## src/rtl/multicycle_core_if.sv

```systemverilog
// Instruction- and data-memory handshake bundle for multicycle_core.
// The core is the master; memories (or the bench) sit on the slave side.
interface multicycle_core_if #(
    parameter int DATA_W  = 32,
    parameter int PC_W    = 8,
    parameter int DMEM_AW = 4
);
    logic               imem_req;
    logic [PC_W-1:0]    imem_addr;
    logic [31:0]        imem_rdata;
    logic               imem_ack;

    logic               dmem_req;
    logic               dmem_we;
    logic [DMEM_AW-1:0] dmem_addr;
    logic [DATA_W-1:0]  dmem_wdata;
    logic [DATA_W-1:0]  dmem_rdata;
    logic               dmem_ack;

    modport master (
        output imem_req, imem_addr,
        input  imem_rdata, imem_ack,
        output dmem_req, dmem_we, dmem_addr, dmem_wdata,
        input  dmem_rdata, dmem_ack
    );

    modport slave (
        input  imem_req, imem_addr,
        output imem_rdata, imem_ack,
        input  dmem_req, dmem_we, dmem_addr, dmem_wdata,
        output dmem_rdata, dmem_ack
    );
endinterface

```

## src/rtl/multicycle_core.sv

```systemverilog
// Multi-cycle core: FETCH/DECODE/EXEC/MEM/WB/HALT sequencer with internal
// register file and ALU; instruction and data memories sit behind req/ack.
module multicycle_core #(
    parameter int DATA_W  = 32,
    parameter int PC_W    = 8,
    parameter int DMEM_AW = 4
) (
    input  logic              clk,
    input  logic              counterRst,
    input  logic              counterLd,
    multicycle_core_if.master bus,
    output logic              instr_done,
    output logic              halted
);

    localparam logic [5:0] OP_RTYPE = 6'h00;
    localparam logic [5:0] OP_J     = 6'h02;
    localparam logic [5:0] OP_BEQ   = 6'h04;
    localparam logic [5:0] OP_BNE   = 6'h05;
    localparam logic [5:0] OP_ADDI  = 6'h08;
    localparam logic [5:0] OP_ORI   = 6'h0D;
    localparam logic [5:0] OP_LW    = 6'h23;
    localparam logic [5:0] OP_SW    = 6'h2B;
    localparam logic [5:0] OP_HALT  = 6'h3F;

    typedef enum logic [2:0] {
        S_FETCH,
        S_DECODE,
        S_EXEC,
        S_MEM,
        S_WB,
        S_HALT
    } state_t;

    function automatic logic [DATA_W-1:0] sext_data(input logic [15:0] v);
        logic [DATA_W-1:0] r;
        r       = {DATA_W{v[15]}};
        r[15:0] = v;
        return r;
    endfunction

    function automatic logic [DATA_W-1:0] zext_data(input logic [15:0] v);
        logic [DATA_W-1:0] r;
        r       = '0;
        r[15:0] = v;
        return r;
    endfunction

    // Branch offsets are sign-extended (or truncated) to the PC width.
    function automatic logic [PC_W-1:0] sext_pc(input logic [15:0] v);
        logic [PC_W-1:0] r;
        r = {PC_W{v[15]}};
        for (int i = 0; i < 16 && i < PC_W; i++) begin
            r[i] = v[i];
        end
        return r;
    endfunction

    state_t            state_q, state_d;
    logic [PC_W-1:0]   pc_q, pc_d;
    logic [31:0]       ir_q, ir_d;
    logic [DATA_W-1:0] a_q, a_d;
    logic [DATA_W-1:0] b_q, b_d;
    logic [DATA_W-1:0] alu_q, alu_d;
    logic [DATA_W-1:0] mdr_q, mdr_d;
    logic              done_q, done_d;
    logic [DATA_W-1:0] rf_q [32];

    logic [5:0]        op;
    logic [4:0]        rs, rt, rd;
    logic [2:0]        funct;
    logic [DATA_W-1:0] simm, zimm;
    logic [PC_W-1:0]   br_off;

    logic signed [DATA_W-1:0] a_s, b_s;
    logic [DATA_W-1:0] alu_res;
    logic [DATA_W-1:0] slt_res;

    logic              rf_we;
    logic [4:0]        rf_waddr;
    logic [DATA_W-1:0] rf_wdata;

    logic               imem_req_o;
    logic               dmem_req_o;
    logic               dmem_we_o;
    logic [DMEM_AW-1:0] dmem_addr_o;
    logic [DATA_W-1:0]  dmem_wdata_o;
    logic               halted_o;

    assign op     = ir_q[31:26];
    assign rs     = ir_q[25:21];
    assign rt     = ir_q[20:16];
    assign rd     = ir_q[15:11];
    assign funct  = ir_q[2:0];
    assign simm   = sext_data(ir_q[15:0]);
    assign zimm   = zext_data(ir_q[15:0]);
    assign br_off = sext_pc(ir_q[15:0]);
    assign a_s    = a_q;
    assign b_s    = b_q;

    always_comb begin
        alu_res     = a_q + b_q;
        slt_res     = '0;
        slt_res[0]  = (a_s < b_s);
        case (op)
            OP_RTYPE: begin
                case (funct)
                    3'd1:    alu_res = a_q - b_q;
                    3'd2:    alu_res = a_q & b_q;
                    3'd3:    alu_res = a_q | b_q;
                    3'd4:    alu_res = slt_res;
                    3'd5:    alu_res = a_q ^ b_q;
                    default: alu_res = a_q + b_q;
                endcase
            end
            OP_ADDI, OP_LW, OP_SW: alu_res = a_q + simm;
            OP_ORI:                alu_res = a_q | zimm;
            default:               alu_res = a_q + b_q;
        endcase
    end

    assign rf_waddr = (op == OP_RTYPE) ? rd : rt;
    assign rf_wdata = (op == OP_LW) ? mdr_q : alu_q;

    always_comb begin
        state_d      = state_q;
        pc_d         = pc_q;
        ir_d         = ir_q;
        a_d          = a_q;
        b_d          = b_q;
        alu_d        = alu_q;
        mdr_d        = mdr_q;
        done_d       = 1'b0;
        rf_we        = 1'b0;
        imem_req_o   = 1'b0;
        dmem_req_o   = 1'b0;
        dmem_we_o    = 1'b0;
        dmem_addr_o  = '0;
        dmem_wdata_o = '0;
        halted_o     = 1'b0;

        case (state_q)
            S_FETCH: begin
                imem_req_o = counterLd;
                if (counterLd && bus.imem_ack) begin
                    ir_d    = bus.imem_rdata;
                    pc_d    = pc_q + PC_W'(1);
                    state_d = S_DECODE;
                end
            end
            S_DECODE: begin
                a_d = rf_q[rs];
                b_d = rf_q[rt];
                if (op == OP_J) begin
                    pc_d    = ir_q[PC_W-1:0];
                    done_d  = 1'b1;
                    state_d = S_FETCH;
                end else if (op == OP_HALT) begin
                    state_d = S_HALT;
                end else begin
                    state_d = S_EXEC;
                end
            end
            S_EXEC: begin
                alu_d = alu_res;
                case (op)
                    OP_RTYPE, OP_ADDI, OP_ORI: state_d = S_WB;
                    OP_LW, OP_SW:              state_d = S_MEM;
                    OP_BEQ, OP_BNE: begin
                        // pc_q already points past the branch here.
                        if ((a_q == b_q) == (op == OP_BEQ)) begin
                            pc_d = pc_q + br_off;
                        end
                        done_d  = 1'b1;
                        state_d = S_FETCH;
                    end
                    default: begin
                        done_d  = 1'b1;
                        state_d = S_FETCH;
                    end
                endcase
            end
            S_MEM: begin
                dmem_req_o   = 1'b1;
                dmem_we_o    = (op == OP_SW);
                dmem_addr_o  = alu_q[DMEM_AW-1:0];
                dmem_wdata_o = b_q;
                if (bus.dmem_ack) begin
                    if (op == OP_SW) begin
                        done_d  = 1'b1;
                        state_d = S_FETCH;
                    end else begin
                        mdr_d   = bus.dmem_rdata;
                        state_d = S_WB;
                    end
                end
            end
            S_WB: begin
                rf_we   = 1'b1;
                done_d  = 1'b1;
                state_d = S_FETCH;
            end
            S_HALT: begin
                halted_o = 1'b1;
            end
            default: begin
                state_d = S_FETCH;
            end
        endcase
    end

    always_ff @(posedge clk or posedge counterRst) begin
        if (counterRst) begin
            state_q <= S_FETCH;
            pc_q    <= '0;
            ir_q    <= '0;
            a_q     <= '0;
            b_q     <= '0;
            alu_q   <= '0;
            mdr_q   <= '0;
            done_q  <= 1'b0;
        end else begin
            state_q <= state_d;
            pc_q    <= pc_d;
            ir_q    <= ir_d;
            a_q     <= a_d;
            b_q     <= b_d;
            alu_q   <= alu_d;
            mdr_q   <= mdr_d;
            done_q  <= done_d;
        end
    end

    // Register 0 is never written, so it always reads back as zero.
    always_ff @(posedge clk or posedge counterRst) begin
        if (counterRst) begin
            for (int i = 0; i < 32; i++) begin
                rf_q[i] <= '0;
            end
        end else if (rf_we && (rf_waddr != 5'd0)) begin
            rf_q[rf_waddr] <= rf_wdata;
        end
    end

    assign bus.imem_req   = imem_req_o;
    assign bus.imem_addr  = pc_q;
    assign bus.dmem_req   = dmem_req_o;
    assign bus.dmem_we    = dmem_we_o;
    assign bus.dmem_addr  = dmem_addr_o;
    assign bus.dmem_wdata = dmem_wdata_o;
    assign instr_done     = done_q;
    assign halted         = halted_o;

endmodule

```

## src/flat_wrapper.sv

```systemverilog
// flat-port wrapper written by rule: the top's interface ports become plain ports
module multicycle_core_flat 
#(
    parameter int DATA_W  = 32,
    parameter int PC_W    = 8,
    parameter int DMEM_AW = 4
)
  (clk, counterRst, counterLd, instr_done, halted, bus_imem_req, bus_imem_addr, bus_imem_rdata, bus_imem_ack, bus_dmem_req, bus_dmem_we, bus_dmem_addr, bus_dmem_wdata, bus_dmem_rdata, bus_dmem_ack);
  multicycle_core_if #(.DATA_W(DATA_W), .PC_W(PC_W), .DMEM_AW(DMEM_AW)) bus_i ();
  input  logic clk;
  input  logic counterRst;
  input  logic counterLd;
  output logic instr_done;
  output logic halted;
  output wire logic [$bits(bus_i.imem_req)-1:0] bus_imem_req;
  output wire logic [$bits(bus_i.imem_addr)-1:0] bus_imem_addr;
  input wire logic [$bits(bus_i.imem_rdata)-1:0] bus_imem_rdata;
  input wire logic [$bits(bus_i.imem_ack)-1:0] bus_imem_ack;
  output wire logic [$bits(bus_i.dmem_req)-1:0] bus_dmem_req;
  output wire logic [$bits(bus_i.dmem_we)-1:0] bus_dmem_we;
  output wire logic [$bits(bus_i.dmem_addr)-1:0] bus_dmem_addr;
  output wire logic [$bits(bus_i.dmem_wdata)-1:0] bus_dmem_wdata;
  input wire logic [$bits(bus_i.dmem_rdata)-1:0] bus_dmem_rdata;
  input wire logic [$bits(bus_i.dmem_ack)-1:0] bus_dmem_ack;
  assign bus_imem_req = bus_i.imem_req;
  assign bus_imem_addr = bus_i.imem_addr;
  assign bus_i.imem_rdata = bus_imem_rdata;
  assign bus_i.imem_ack = bus_imem_ack;
  assign bus_dmem_req = bus_i.dmem_req;
  assign bus_dmem_we = bus_i.dmem_we;
  assign bus_dmem_addr = bus_i.dmem_addr;
  assign bus_dmem_wdata = bus_i.dmem_wdata;
  assign bus_i.dmem_rdata = bus_dmem_rdata;
  assign bus_i.dmem_ack = bus_dmem_ack;
  multicycle_core #(.DATA_W(DATA_W), .PC_W(PC_W), .DMEM_AW(DMEM_AW)) u_core (.clk(clk), .counterRst(counterRst), .counterLd(counterLd), .bus(bus_i), .instr_done(instr_done), .halted(halted));
endmodule
```

## config.mk

```make
export PLATFORM = sky130hd
export DESIGN_NAME = multicycle_core_flat
export DESIGN_NICKNAME = d
export VERILOG_FILES = /design/src/rtl/multicycle_core_if.sv /design/src/rtl/multicycle_core.sv /design/src/flat_wrapper.sv
export SDC_FILE = /design/constraint.sdc
export NUM_CORES = 2
export LEC_CHECK = 0
export CAP_MARGIN = 25
export CORE_MARGIN = 10
export CORE_UTILIZATION = 52
export DETAILED_ROUTE_END_ITERATION = 7
export PLACE_DENSITY = 0.68
export SKIP_CTS_REPAIR_TIMING = 1
export SYNTH_ARGS = -nofsm -noshare
export SYNTH_HDL_FRONTEND = slang
export SYNTH_SLANG_ARGS = --single-unit
```

## constraint.sdc

```tcl
create_clock -name clk -period 73.2 [get_ports clk]
set_clock_uncertainty 0.1 [all_clocks]
set_input_delay 14.64 -clock clk [delete_from_list [all_inputs] [get_ports clk]]
set_output_delay 14.64 -clock clk [all_outputs]
set_load 0.03 [all_outputs]
```

==> results_dict.tcl <==
set metrics [dict create \
    fmax_ghz 0.03240 \
    setup_ws_ps 42340 \
    hold_class "reg -> reg" \
    htree_levels 4 \
    grt_pass1_wl_um 319400 \
    stdcell_area_um2 73760 \
    boundaryPins 118 \
    synth_top_area_share_pct 44.95 \
    rsz0062_at_grt "false" \
    timing.rr.start "u_core.ir_q[16]$_DFFE_PP0P_" \
    synth-edff-count 0 \
    dp_hpwl_um 125300 \
    grt.total_usage_pct 29.58 \
    cts-root-buf "clkbuf_16" \
    grt_overflow 0 \
    outcome "complete, but fails checks" \
    cap_violations 0 \
    final_max_slew_viol_count 0 \
    final_common_cell "dfrtp_1" \
    hold_end "u_core.rf_q[1002]$_DFFE_PP0P_" \
    min_delay_path_depth 0 \
    setup_violations 0 \
    r2r_end "u_core.b_q[22]$_DFFE_PP0P_" \
    hold_viol_final 0 \
    dieArea_um2 142700 \
    crit_type "in -> out" \
    dr.first_iter.drc_count 5723 \
    rr_worst_depth 6 \
    synth_nets 6288 \
    violations "DRC" \
    synth.distinct_cells 95 \
    fin_tns_setup_ps 0 \
    vias 50457 \
    totalWireLength_um 210700 \
    drt-vias-per-instance 6.615 \
    grt_pass1_vias 51502 \
    cts_tree "built" \
    stdcell_count 7628 \
    cts_buffers 132 \
    yosys_warnings 0 \
    routedWlPerCell_um 27.63 \
    initial_core_util_pct 52.28 \
    place_area_um2 68820 \
    final_antenna_net_count 0 \
    irDropWorstVdd_v 0.00004922 \
    synth_area_um2 66580 \
    cts_buffer_depth 3 \
    layout_common_cells "1186 x dfrtp_1, 672 x nand2_1, 657 x o21ai_0, 657 x a21oi_1, 655 x nor2_1" \
    cp_slowest_stage_delay_ps 740 \
    cts.sinks 1196 \
    min-delay-start "u_core.rf_q[1002]$_DFFE_PP0P_" \
    synth_top_area_cell "dfrtp_1" \
    numPortBuffers 117 \
    critPathSlowestCell "clkdlybuf4s50_1" \
    crit_chain "clkdlybuf4s50_1 -> nor4b_1 -> clkdlybuf4s50_1" \
    slew_headroom_pct 22.26 \
    fin_total_pwr_mw 3.574 \
    p_leak_nw 31.37 \
    synth_seq_cells 1196 \
    synth_cells 6065 \
    drc_errors 2 \
    num-fill-cells 10388 \
    clkTransAtPathRegs_ps 50 \
    crit_path_max_fanout 2 \
    period_needed_ps 30860 \
    yosysSeqAreaShare_pct 44.95 \
    synth.avg_cell_area_um2 10.98 \
    arrival_ps 16120 \
    path_common_cell "clkdlybuf4s50_1" \
    chipWidth_um 377.8 \
    reg2reg_slack_ps 68270 \
    placed_cells 7377 \
    syn_to_final_growth_pct 10.79 \
    power.density_nw_per_um2 48.45 \
    pre_cts_slack_ps 42330 \
    clock_latency_ps 790 \
    yosys_most_used_dff "dfrtp_1" \
    coreArea_um2 127400 \
    async_flop_share_pct 100.0 \
    endpoint_kind "output port" \
    crit_path_start_kind "primary input" \
    antenna_found_initial 11 \
    worstMarginPinSlew_ps 1137 \
    required_ps 58460 \
    period_share_pct 42.16 \
    die_h_um 377.8 \
    yosys-top-cells-area "dfrtp_1 45%, mux4_2 22%, o21ai_0 4.9%, a21oi_1 4.9%, nand2_1 3.9%" \
    nNetsFinal 6089 \
    layout-drive-gt1-share_pct 19.34 \
    drt-pass1-iter-count 8 \
    fp-row-count 131 \
    gp_congestion 0.9565 \
    grt_max_degree 131 \
]
==> where the power goes <==
group / leakage (nW) / internal, mW / switching [mW]
Sequential: 16.3 / 0.862 / 0.215
Clock: 2.22 / 0.412 / 0.285
Combinational: 12.8 / 0.752 / 1.05
==> how the worst max path moves through the flow <==
stage | end | from | cells after the start | slack, ps
after CTS | bus_imem_req | counterLd | 3 | 42330
after floorplan | u_core.a_q[0]$_DFFE_PP0P_ | counterRst | 1 | 24770
after global routing | bus_imem_req | counterLd | 3 | 42300
final | bus_imem_req | counterLd | 3 | 42340
after detailed placement | bus_imem_req | counterLd | 3 | 42330
after global placement | bus_imem_req | counterLd | 3 | 42360
==> layout make-up <==
class | instances | area, um^2 | area share [%]
timing repair buffer | 249 | 2552 | 3.460
sequential | 1196 | 29960 | 40.62
inverter | 120 | 457.9 | 0.6208
clock buffer | 186 | 3905 | 5.294
tap | 1662 | 2079 | 2.819
clock inverter | 45 | 586.8 | 0.7955
multi-input combinational | 4167 | 34210 | 46.38
antenna | 3 | 7.507 | 0.01018
==> state kept, by name, indices dropped and copies added (netlist names) <==
name                  flops
u_core.rf_q            1024
u_core.alu_q             32
u_core.b_q               32
u_core.mdr_q             32
u_core.state_q            3
u_core.bus.imem_addr      8
u_core.instr_done         1
u_core.a_q               32
u_core.ir_q              32
==> worst max-delay path, delay by kind of cell <==
family,cells,cell delay (ps)
buffers and inverters,2,1210
and+or+nand+nor,1,270
==> synthesized netlist by cell type, types with 11 or more instances <==
cell type / count
dfrtp_1: 1196
nand2_1: 687
o21ai_0: 658
a21oi_1: 657
nor2_1: 656
mux4_2: 640
clkbuf_1: 412
ha_1: 150
buf_2: 109
inv_1: 109
mux2i_1: 98
xnor2_1: 63
buf_1: 54
mux2_2: 49
nand3_1: 35
nor3_1: 27
o211ai_1: 27
o22ai_1: 26
a21o_1: 25
xor2_1: 25
o21a_1: 22
a31oi_1: 20
o221ai_1: 20
a221oi_1: 17
nor2b_1: 17
nand2b_1: 15
nand4_1: 15
nor2_2: 15
o21bai_1: 15
o31ai_1: 13
a222oi_1: 11
or3_1: 11
==> per-layer routing <==
layer / global-route usage [%] / routed length (um)
met1: 38.87 / 81630
met2: 45.67 / 97620
met3: 8.430 / 22000
met4: 13.44 / 9426
met5: 0 / 68
==> cells by family after synthesis <==
logic type                 after synthesis  share of synthesized area, %
xor gates and xnor gates                88                         1.158
and+or+nand+nor                       1530                         9.312
adders and majority gates              154                         2.939
DFF                                   1196                         44.95
AOI/OAI and AO/OA                     1606                         13.43
muxes                                  789                         23.99
buffers and inverters                  702                         4.215
==> metrics by stage <==
step                hold WS (ps)  util (%)
floorplan                  341.3         -
global placement           277.0     54.00
detailed placement         283.3     54.04
CTS                        296.7     57.57
global route               305.3     57.91
finish                     292.9     57.92
Power figures use the tool's default switching activity.
